[config.mk]
export PLATFORM = sky130hd
export DESIGN_NAME = sprite_line_scheduler
export DESIGN_NICKNAME = d
export VERILOG_FILES = /design/src/rtl/sprite_sched_pkg.sv /design/src/rtl/sprite_line_scheduler_row_hit.sv /design/src/rtl/sprite_line_scheduler.sv
export SDC_FILE = /design/constraint.sdc
export NUM_CORES = 1
export LEC_CHECK = 0
export ABC_AREA = 1
export CAP_MARGIN = 20
export CELL_PAD_IN_SITES_DETAIL_PLACEMENT = 0
export CELL_PAD_IN_SITES_GLOBAL_PLACEMENT = 1
export CORE_MARGIN = 1
export CORE_UTILIZATION = 41
export CTS_BUF_LIST = sky130_fd_sc_hd__clkbuf_2 sky130_fd_sc_hd__clkbuf_4 sky130_fd_sc_hd__clkbuf_8
export CTS_CLUSTER_SIZE = 28
export DETAILED_ROUTE_END_ITERATION = 16
export GPL_ROUTABILITY_DRIVEN = 0
export PLACE_DENSITY_LB_ADDON = 0.1
export SETUP_SLACK_MARGIN = 0.15
export SLEW_MARGIN = 20
export SYNTH_ARGS = -nofsm -noshare
export SYNTH_HDL_FRONTEND = slang
export SYNTH_HIERARCHICAL = 1
export SYNTH_SLANG_ARGS = --single-unit
[constraint.sdc]
create_clock -name clk -period 6.6 [get_ports clk]
set_input_delay 0.66 -clock clk [delete_from_list [all_inputs] [get_ports clk]]
set_output_delay 0.66 -clock clk [all_outputs]
set_load 0.02 [all_outputs]
[src/rtl/sprite_sched_pkg.sv]
// Shared types and geometry constants for the per-scanline sprite scheduler.
package sprite_sched_pkg;
  localparam int SPR_H   = 8;
  localparam int COORD_W = 8;
  localparam int ROW_W   = $clog2(SPR_H);
  localparam int BMP_W   = 8;

  typedef enum logic [2:0] {
    IDLE,
    SCAN_REQ,
    SCAN_CHK,
    FETCH_REQ,
    FETCH_WR,
    DONE
  } state_t;
endpackage

[src/rtl/sprite_line_scheduler_row_hit.sv]
// Vertical intersection test: does a sprite starting at y cover line ly, and which row.
module sprite_row_hit
  import sprite_sched_pkg::*;
(
  input  logic [COORD_W-1:0] y,
  input  logic [COORD_W-1:0] ly,
  output logic               hit,
  output logic [ROW_W-1:0]   row
);
  logic [COORD_W:0] d;

  // Borrow bit set means ly is above the sprite; no wrap past line 255.
  assign d   = {1'b0, ly} - {1'b0, y};
  assign hit = !d[COORD_W] && (d < (COORD_W + 1)'(SPR_H));
  assign row = d[ROW_W-1:0];
endmodule

[src/rtl/sprite_line_scheduler.sv]
// Scans the sprite table during hblank, fills up to NUM_SLOTS render slots and publishes them atomically.
// Optional overflow-line counter enabled by defining SPRITE_SCHED_OVF_STATS_EN.
module sprite_line_scheduler
  import sprite_sched_pkg::*;
#(
  parameter int NUM_SPRITES = 8,
  parameter int NUM_SLOTS   = 2,
  parameter int IDX_W       = $clog2(NUM_SPRITES)
) (
  input  logic                         clk,
  input  logic                         rst_n,
  input  logic                         enable,
  input  logic                         line_start,
  input  logic [COORD_W-1:0]           next_ly,
  output logic                         tbl_rd_en,
  output logic [IDX_W-1:0]             tbl_rd_addr,
  input  logic [COORD_W-1:0]           tbl_rd_x,
  input  logic [COORD_W-1:0]           tbl_rd_y,
  output logic                         bmp_rd_en,
  output logic [IDX_W+ROW_W-1:0]       bmp_rd_addr,
  input  logic [BMP_W-1:0]             bmp_rd_data,
  output logic [NUM_SLOTS-1:0]         slot_valid,
  output logic [COORD_W*NUM_SLOTS-1:0] slot_x,
  output logic [BMP_W*NUM_SLOTS-1:0]   slot_row,
  output logic [IDX_W*NUM_SLOTS-1:0]   slot_id,
  output logic                         commit,
  output logic                         busy,
  output logic                         overflow,
  output logic                         late,
  output logic [7:0]                   ovf_count
);
  localparam int USED_W = $clog2(NUM_SLOTS + 1);

  state_t                       state, state_nxt;
  logic [COORD_W-1:0]           ly_r;
  logic [IDX_W-1:0]             idx;
  logic [USED_W-1:0]            used;
  logic [COORD_W-1:0]           x_r;
  logic [ROW_W-1:0]             row_r;
  logic [NUM_SLOTS-1:0]         pend_valid;
  logic [COORD_W*NUM_SLOTS-1:0] pend_x;
  logic [BMP_W*NUM_SLOTS-1:0]   pend_row;
  logic [IDX_W*NUM_SLOTS-1:0]   pend_id;
  logic                         pend_ovf;
  logic                         hit;
  logic [ROW_W-1:0]             hit_row;
  logic                         last, full, start, commit_go;

  sprite_row_hit u_row_hit (
    .y   (tbl_rd_y),
    .ly  (ly_r),
    .hit (hit),
    .row (hit_row)
  );

  assign last      = (idx == IDX_W'(NUM_SPRITES - 1));
  assign full      = (used == USED_W'(NUM_SLOTS));
  assign start     = enable && line_start;
  // A new line_start during DONE aborts that line, so it must not publish.
  assign commit_go = (state == DONE) && enable && !line_start;

  always_ff @(posedge clk) begin
    if (!rst_n) state <= IDLE;
    else        state <= state_nxt;
  end

  always_comb begin
    state_nxt = state;
    if (!enable) begin
      state_nxt = IDLE;
    end else if (line_start) begin
      state_nxt = SCAN_REQ;
    end else begin
      case (state)
        IDLE:      state_nxt = IDLE;
        SCAN_REQ:  state_nxt = SCAN_CHK;
        SCAN_CHK:  if (hit)       state_nxt = full ? DONE : FETCH_REQ;
                   else if (last) state_nxt = DONE;
                   else           state_nxt = SCAN_REQ;
        FETCH_REQ: state_nxt = FETCH_WR;
        FETCH_WR:  state_nxt = last ? DONE : SCAN_REQ;
        DONE:      state_nxt = IDLE;
        default:   state_nxt = IDLE;
      endcase
    end
  end

  always_comb begin
    tbl_rd_en = 1'b0;
    bmp_rd_en = 1'b0;
    busy      = (state != IDLE);
    case (state)
      SCAN_REQ:  tbl_rd_en = 1'b1;
      FETCH_REQ: bmp_rd_en = 1'b1;
      default:   ;
    endcase
  end

  assign tbl_rd_addr = idx;
  assign bmp_rd_addr = {idx, row_r};

  always_ff @(posedge clk) begin
    if (!rst_n) begin
      ly_r       <= '0;
      idx        <= '0;
      used       <= '0;
      x_r        <= '0;
      row_r      <= '0;
      pend_valid <= '0;
      pend_x     <= '0;
      pend_row   <= '0;
      pend_id    <= '0;
      pend_ovf   <= 1'b0;
    end else if (start) begin
      ly_r       <= next_ly;
      idx        <= '0;
      used       <= '0;
      pend_valid <= '0;
      pend_x     <= '0;
      pend_row   <= '0;
      pend_id    <= '0;
      pend_ovf   <= 1'b0;
    end else begin
      case (state)
        SCAN_CHK: begin
          if (hit) begin
            x_r   <= tbl_rd_x;
            row_r <= hit_row;
            if (full) pend_ovf <= 1'b1;
          end else if (!last) begin
            idx <= idx + IDX_W'(1);
          end
        end
        FETCH_WR: begin
          for (int k = 0; k < NUM_SLOTS; k++) begin
            if (used == USED_W'(k)) begin
              pend_valid[k]              <= 1'b1;
              pend_x[COORD_W*k +: COORD_W] <= x_r;
              pend_row[BMP_W*k +: BMP_W]   <= bmp_rd_data;
              pend_id[IDX_W*k +: IDX_W]    <= idx;
            end
          end
          used <= used + USED_W'(1);
          if (!last) idx <= idx + IDX_W'(1);
        end
        default: ;
      endcase
    end
  end

  // Active set: replaced in one cycle, wiped while disabled.
  always_ff @(posedge clk) begin
    if (!rst_n || !enable) begin
      slot_valid <= '0;
      slot_x     <= '0;
      slot_row   <= '0;
      slot_id    <= '0;
      overflow   <= 1'b0;
      commit     <= 1'b0;
    end else begin
      commit <= commit_go;
      if (commit_go) begin
        slot_valid <= pend_valid;
        slot_x     <= pend_x;
        slot_row   <= pend_row;
        slot_id    <= pend_id;
        overflow   <= pend_ovf;
      end
    end
  end

  always_ff @(posedge clk) begin
    if (!rst_n || !enable)                    late <= 1'b0;
    else if (line_start && (state != IDLE))   late <= 1'b1;
  end

`ifdef SPRITE_SCHED_OVF_STATS_EN
  logic [7:0] ovf_cnt;

  always_ff @(posedge clk) begin
    if (!rst_n)                                          ovf_cnt <= '0;
    else if (commit_go && pend_ovf && (ovf_cnt != 8'hFF)) ovf_cnt <= ovf_cnt + 8'd1;
  end

  assign ovf_count = ovf_cnt;
`else
  assign ovf_count = '0;
`endif
endmodule

==> metrics, run 1 <==
outcome completed; fmax 0.289 GHz; P_int roughly 900 uW; sequential fraction of design power between 50% and 60%; share of synthesized registers carrying an async set or reset 0%; P_sw roughly 300 uW; Final Max Slew Viols 0; CTS tree done; area occupied by multi-input gates a little over 2000 um^2; CP required a little under 7 ns; Area growth, synth to finish 21.7%; Vias around 4000; cell leakage power ~2.2 nW; clock share of power about a third; num ports 99; critical path class in -> reg; I/O Buffers 90; slowest CP cell nor2_1; total CTS buffers 9; Startpoint Class primary input; H-tree level count 3; setup TNS 0 ns; Tcrit/Tclk final a little over half; top_reg_cell synth dfxtp_1; clk sinks about 110; synthesized area 4740 um^2; GRT Overall Usage about a fifth; residual DRC count 0; Pwr per Cell Area 208 nW/um^2; Clk Tree Root Cell clkbuf_8; CTS Hold Buffers Added 0; Seq. cell area between 2000 and 2500 um^2; total wire length roughly 11 mm; met2 WL between 4 and 5 mm; diode count 0; Hold Violations, Final 0; CP Capture Type register; Final Skew 0.0102 ns; global-route wire length before repair approximately 18 mm; Area contributors post-synth dfxtp_1, nor2_1, nand2_1, o21ai_0, nand3_1; Post-synth EDFFs 0; die height between 100 and 150 um; Post-CTS Setup Bufs 0; Worst-path clk slew around 0.11 ns; First-pass DRT Iterations 7; switching share of power approximately 25%; total grt overflow 0; Cell Rows 38; Logic pwr share 8.7%; Wirelength per Cell 12.9 um; Starting Density 42.8%; die width about 110 um; largest net degree at the start of global routing between 40 and 50; antenna violations before repair 0; Synth top cells by count nor2_1, dfxtp_1, nand2_1, o21ai_0, nand3_1; HP Class reg -> reg; Yosys warning count 6; fillers 1123; Slew HR a little under half; # setup viols final 0; Met1 Wirelength 5.29 mm; die area about 12000 um^2; Final Power 1.20 mW; Max Fanout on Critical Path 16; most frequent cell after synthesis nor2_1; Via density between 4 and 5; FF-to-FF setup slack roughly 3.5 ns; clk_lat worst skew between 0.3 and 0.4 ns; Routed Antenna Nets 0; Max VDD drop around 0.000099 V; RSZ-0062 raised after global routing false; Top Metal Used met4; cell count after synthesis ~630; Tightest Pin Transition ~0.80 ns; core area roughly 11000 um^2; routed wl met3 485 um; DP HPWL 7.47 mm; CP delay by family, top simple AND/OR/NAND/NOR gates; area share of the largest cell type after synthesis around 47%; most used cell, CP nand2_1; Final min period 3.46 ns; sequential area share after synthesis a little under half; initial drt markers between 200 and 250; CTS max path bufs 2; share of cells above drive strength 1 5.41%; number of global-route vias before repair 3778; slowest stage delay, CP ~0.64 ns; Max Cap Viol 0; Critical Path, Cell by Cell clkdlybuf4s50_1 > ha_1 > fa_1 > inv_2 > nand2_1 > nand2_1 > nand3_1 > nand2_1 > nand2_1 > nor2_2 > nand2_1 > nor2_1 > nand3_2 > nor2_1 > o21ai_0 > nor2_1; WP data arrival between 3 and 4 ns; post-cts sizing count 0; WP buf/inv 2; dominant cell type by area after synthesis dfxtp_1; Mean Syn Cell Area 7.48 um^2; synth unique cells 29; #FFs+latches synth approximately 110; Final Net Count around 750
## registers in the layout (all words and copies together) (netlist names), 2 cells and up
register	cells
ly_r	8
pend_id	6
pend_row	16
pend_valid	2
pend_x	16
row_r	3
slot_id	6
slot_row	16
slot_valid	2
slot_x	16
state	3
tbl_rd_addr	3
used	2
x_r	8
## worst min-delay path, cell delays in order (launching register included)
cell and delay [ns]:
dfxtp_1 0.32, inv_1 0.04, a21oi_1 0.05
## area by class of cell
class,count,area share (%)
Multi-Input combinational cell,434,35.5
Clock buffer,9,2.15
Clock inverter,7,1.41
Inverter,49,3.23
Tap cell,140,3.03
Sequential cell,111,38.5
Timing Repair Buffer,92,16.2
## routing by layer
metal / up-vias / global-route usage [%]
met5: - / 0
met4: 0 / 6.76
met1: 1800 / 26.4
met3: 11 / 3.62
met2: 106 / 30.7
li1: 2148 / -
## per-stage QoR
stage | cell area (um^2) | hold WS [ns] | worst slack [ns] | util (%) | cells
2_1_floorplan | 4770 | 0.427 | 3.98 | - | 641
3_3_place_gp | 5540 | 0.434 | 2.96 | 50.0 | 825
3_5_place_dp | 5540 | 0.439 | 2.77 | 50.0 | 825
4_1_cts | 5750 | 0.456 | 3.15 | 51.9 | 841
5_1_grt | 5770 | 0.487 | 2.82 | 52.1 | 842
6_report | 5770 | 0.454 | 3.14 | 52.1 | 842
## cells by family (layout without fill, tap and decap cells)
kind of cell / after synthesis / in the layout / share of synthesized area (%)
other: 1 / 8 / 0.0791
DFF: 111 / 111 / 46.8
adders and majority gates: 14 / 14 / 3.85
xor gates and xnor gates: 1 / 1 / 0.185
and+or+nand+nor: 299 / 299 / 26.6
AOI/OAI and AO/OA: 112 / 112 / 11.9
buffers and inverters: 96 / 157 / 10.5
## placed cells by master, fill, tap and decap left out, types with 2 or more instances in the layout
| master | Yosys | layout |
|---|---|---|
| nand3_1 | 49 | 49 |
| nand2_2 | 4 | 4 |
| nor3_1 | 12 | 12 |
| nand3b_1 | 2 | 2 |
| clkinv_4 | 0 | 2 |
| nand4_1 | 4 | 4 |
| clkdlybuf4s50_1 | 0 | 90 |
| o21ai_1 | 6 | 6 |
| clkbuf_8 | 0 | 9 |
| dfxtp_1 | 111 | 111 |
| nand3_2 | 3 | 3 |
| ha_1 | 13 | 13 |
| nor2_2 | 4 | 4 |
| conb_1 | 1 | 8 |
| nor2_1 | 132 | 132 |
| o21ai_0 | 58 | 58 |
| inv_2 | 6 | 7 |
| a21oi_1 | 46 | 46 |
| nand2_1 | 88 | 88 |
| clkinvlp_4 | 0 | 3 |
| inv_1 | 42 | 41 |
## power by group through the flow
stage          logic [mW]  clock network [mW]  registers [mW]
6_report            0.104               0.419           0.676
5_1_grt             0.119               0.458           0.677
4_1_cts             0.106               0.433           0.676
3_5_place_dp        0.105                   0           0.691
3_3_place_gp        0.105                   0           0.691
2_1_floorplan      0.0705                   0           0.691
## worst paths after layout
path	startpoint	end	depth (start not counted)
worst max register to register	ly_r[0]	x_r[3]	16
worst min-delay path	pend_ovf	pend_ovf	2
worst min register to register	pend_ovf	pend_ovf	2
worst max-delay path	tbl_rd_y[0]	x_r[3]	16
No activity file was read; power rests on OpenSTA's default activity.
==> run 2: changes to the inputs <==
CORE_UTILIZATION = 38   (was 41)
clock period = 3.5 ns   (was 6.6 ns; I/O delays follow)
==> run 2 against run 1 <==
  * Worst hold slack improved by 0.0053 ns
  * Cell count up 3.9%
  * Via count is 0.47% lower
  * Flip-flop and latch count unchanged
  * Die area increased by 7.7%
==> metrics, run 2 (synthesis results as in run 1) <==
number of global-route vias before repair 3848 (+1.9%); Cell Rows 40 (+5.3%); residual DRC count 0 (unchanged); CP required 3.83 ns (-3.09 ns); clk sinks 111 (unchanged); die area 12900 um^2 (+7.7%); diode count 0 (unchanged); Startpoint Class primary input; reg2reg path depth 17 (+1); Cells after DPL 859 (+4.1%); total CTS buffers 9 (unchanged); global-route wire length before repair 18.8 mm (+3.8%); Final Power 2.28 mW (+91%); Logic pwr share 8.7% (about the same); Tcrit/Tclk final between 70% and 80%; GRT Overall Usage 18.5% (-0.86 points); Critical Path, Cell by Cell clkdlybuf4s50_1 > ha_1 > fa_1 > inv_2 > nand2_1 > nand2_1 > nand3_2 > nand2_1 > nand2_1 > nor2_2 > nand2_1 > nor2_1 > nand3_2 > nor2_1 > buf_4 > o21ai_0 > nor2_1; pre-CTS WS 0.531 ns (-2.24 ns); fmax between 0.3 and 0.4 GHz; outcome completed; clk_lat worst skew 0.39 ns (+0.02 ns); die width 114 um (+3.8%); Starting Density 39.2% (-3.7 points); commonest non-fill, non-tap cell in the layout nor2_1; Worst-path clk slew 0.10 ns (about the same); share of cells above drive strength 1 5.94% (+0.53 points); clock share of power 35.5% (+0.6 points); Hold WS 0.460 ns (+0.00527 ns); Max VDD drop 0.000155 V (+57%); core area 12100 um^2 (+9.3%); slowest stage delay, CP 0.42 ns (-0.22 ns); die height 114 um (+3.8%); Final Skew 0.00707 ns (-0.00312 ns); Via density 4.62 (-4.2%); worst setup slack after layout 0.961 ns (-2.18 ns); CTS tree done; Routed Antenna Nets 0 (unchanged); Post-CTS Setup Bufs 0 (unchanged); Pwr per Cell Area 392 nW/um^2 (+89%); Final Net Count 752 (+0.67%); CTS Hold Buffers Added 0 (unchanged); P_int 1.71 mW (+91%); P_sw 576 uW (+90%); Slew HR 48.5% (+1.6 points); Wirelength per Cell 12.7 um (-2.0%); largest net degree at the start of global routing 44 (unchanged); CP Capture Type register; critical path class in -> reg; Final Max Slew Viols 0 (unchanged); H-tree level count 3 (unchanged); HP Class reg -> reg; Final min period 2.54 ns; CTS max path bufs 2 (unchanged); setup TNS 0 ns (unchanged); Hold Violations, Final 0 (unchanged); num ports 99 (unchanged); Max Cap Viol 0 (unchanged); total wire length 11.1 mm (+1.9%); most frequent cells in the layout nor2_1, dfxtp_1, clkdlybuf4s50_1; DP HPWL 7.77 mm (+3.9%); slowest CP cell fa_1; total grt overflow 0 (unchanged); most used cell, CP nand2_1; cell leakage power 2.19 nW (+1.4%); antenna violations before repair 0 (unchanged); Area growth, synth to finish 22.8%; initial drt markers 238 (+13%); hold depth 2 (unchanged); post-cts sizing count 0 (unchanged); I/O Buffers 90 (unchanged); sequential fraction of design power 55.8% (-0.6 points); Vias 4046 (-0.47%); First-pass DRT Iterations 4 (-3); switching share of power 25.2% (about the same); non-filler instance count after layout 875 (+3.9%); Tightest Pin Transition 0.772 ns (-0.0247 ns); RSZ-0062 raised after global routing false; WP data arrival 2.86 ns (-0.91 ns); # setup viols final 0 (unchanged); Clk Tree Root Cell clkbuf_8; Max Fanout on Critical Path 11 (-5)
[run 2: cell count changes in the layout (fill, tap and decap cells not counted)]
cell	delta
clkinv_4	-1
inv_2	-1
clkinv_2	+2
buf_4	+6
inv_1	+1
inv_8	-1
inv_6	+2
clkbuf_8	+1
buf_16	-1
clkinvlp_4	-3
[run 2: power by group through the flow]
stage | Combinational [mW] | Clock [mW] | Sequential [mW]
2_1_floorplan | 0.133 | 0 | 1.30
3_3_place_gp | 0.201 | 0 | 1.30
3_5_place_dp | 0.201 | 0 | 1.30
4_1_cts | 0.202 | 0.831 | 1.27
5_1_grt | 0.228 | 0.880 | 1.28
6_report | 0.200 | 0.810 | 1.27
[run 2: area by class of cell]
class | instances | area, um^2
sequential | 111 | 2220
inverter | 49 | 186
clock inverter | 6 | 66.3
tap | 168 | 210
fill | 1261 | 6290
clock buffer | 10 | 138
timing repair buffer | 97 | 953
multi-input combinational | 434 | 2050
[run 2: worst paths after layout]
check,startpoint,end,slack (ns)
min,pend_valid[0],pend_valid[0],0.46
max,tbl_rd_y[0],x_r[2],0.96
min reg2reg,pend_valid[0],pend_valid[0],0.46
max reg2reg,ly_r[0],x_r[2],0.96
[run 2: layer usage]
metal	global-route usage, %	up-vias	share of wire, %
met4	7.46	0	1.9
li1	-	2157	-
met1	25.0	1779	49
met2	29.3	93	45
met3	3.35	17	4.6
met5	0	-	0
[run 2: critical path, delay by kind of cell]
family                   cells  cell delay (ns)
AND/OR/NAND/NOR             11             1.10
AO/OA/AOI/OAI                1             0.09
buffers and inverters        3             0.67
adder cells (fa/ha/maj)      2             0.65
[run 2: through the flow]
stage,instance area [um^2],utilization [%]
floorplan,4770,-
global placement,5620,46.4
detailed placement,5620,46.4
CTS,5820,48.1
global route,5820,48.1
finish,5820,48.1
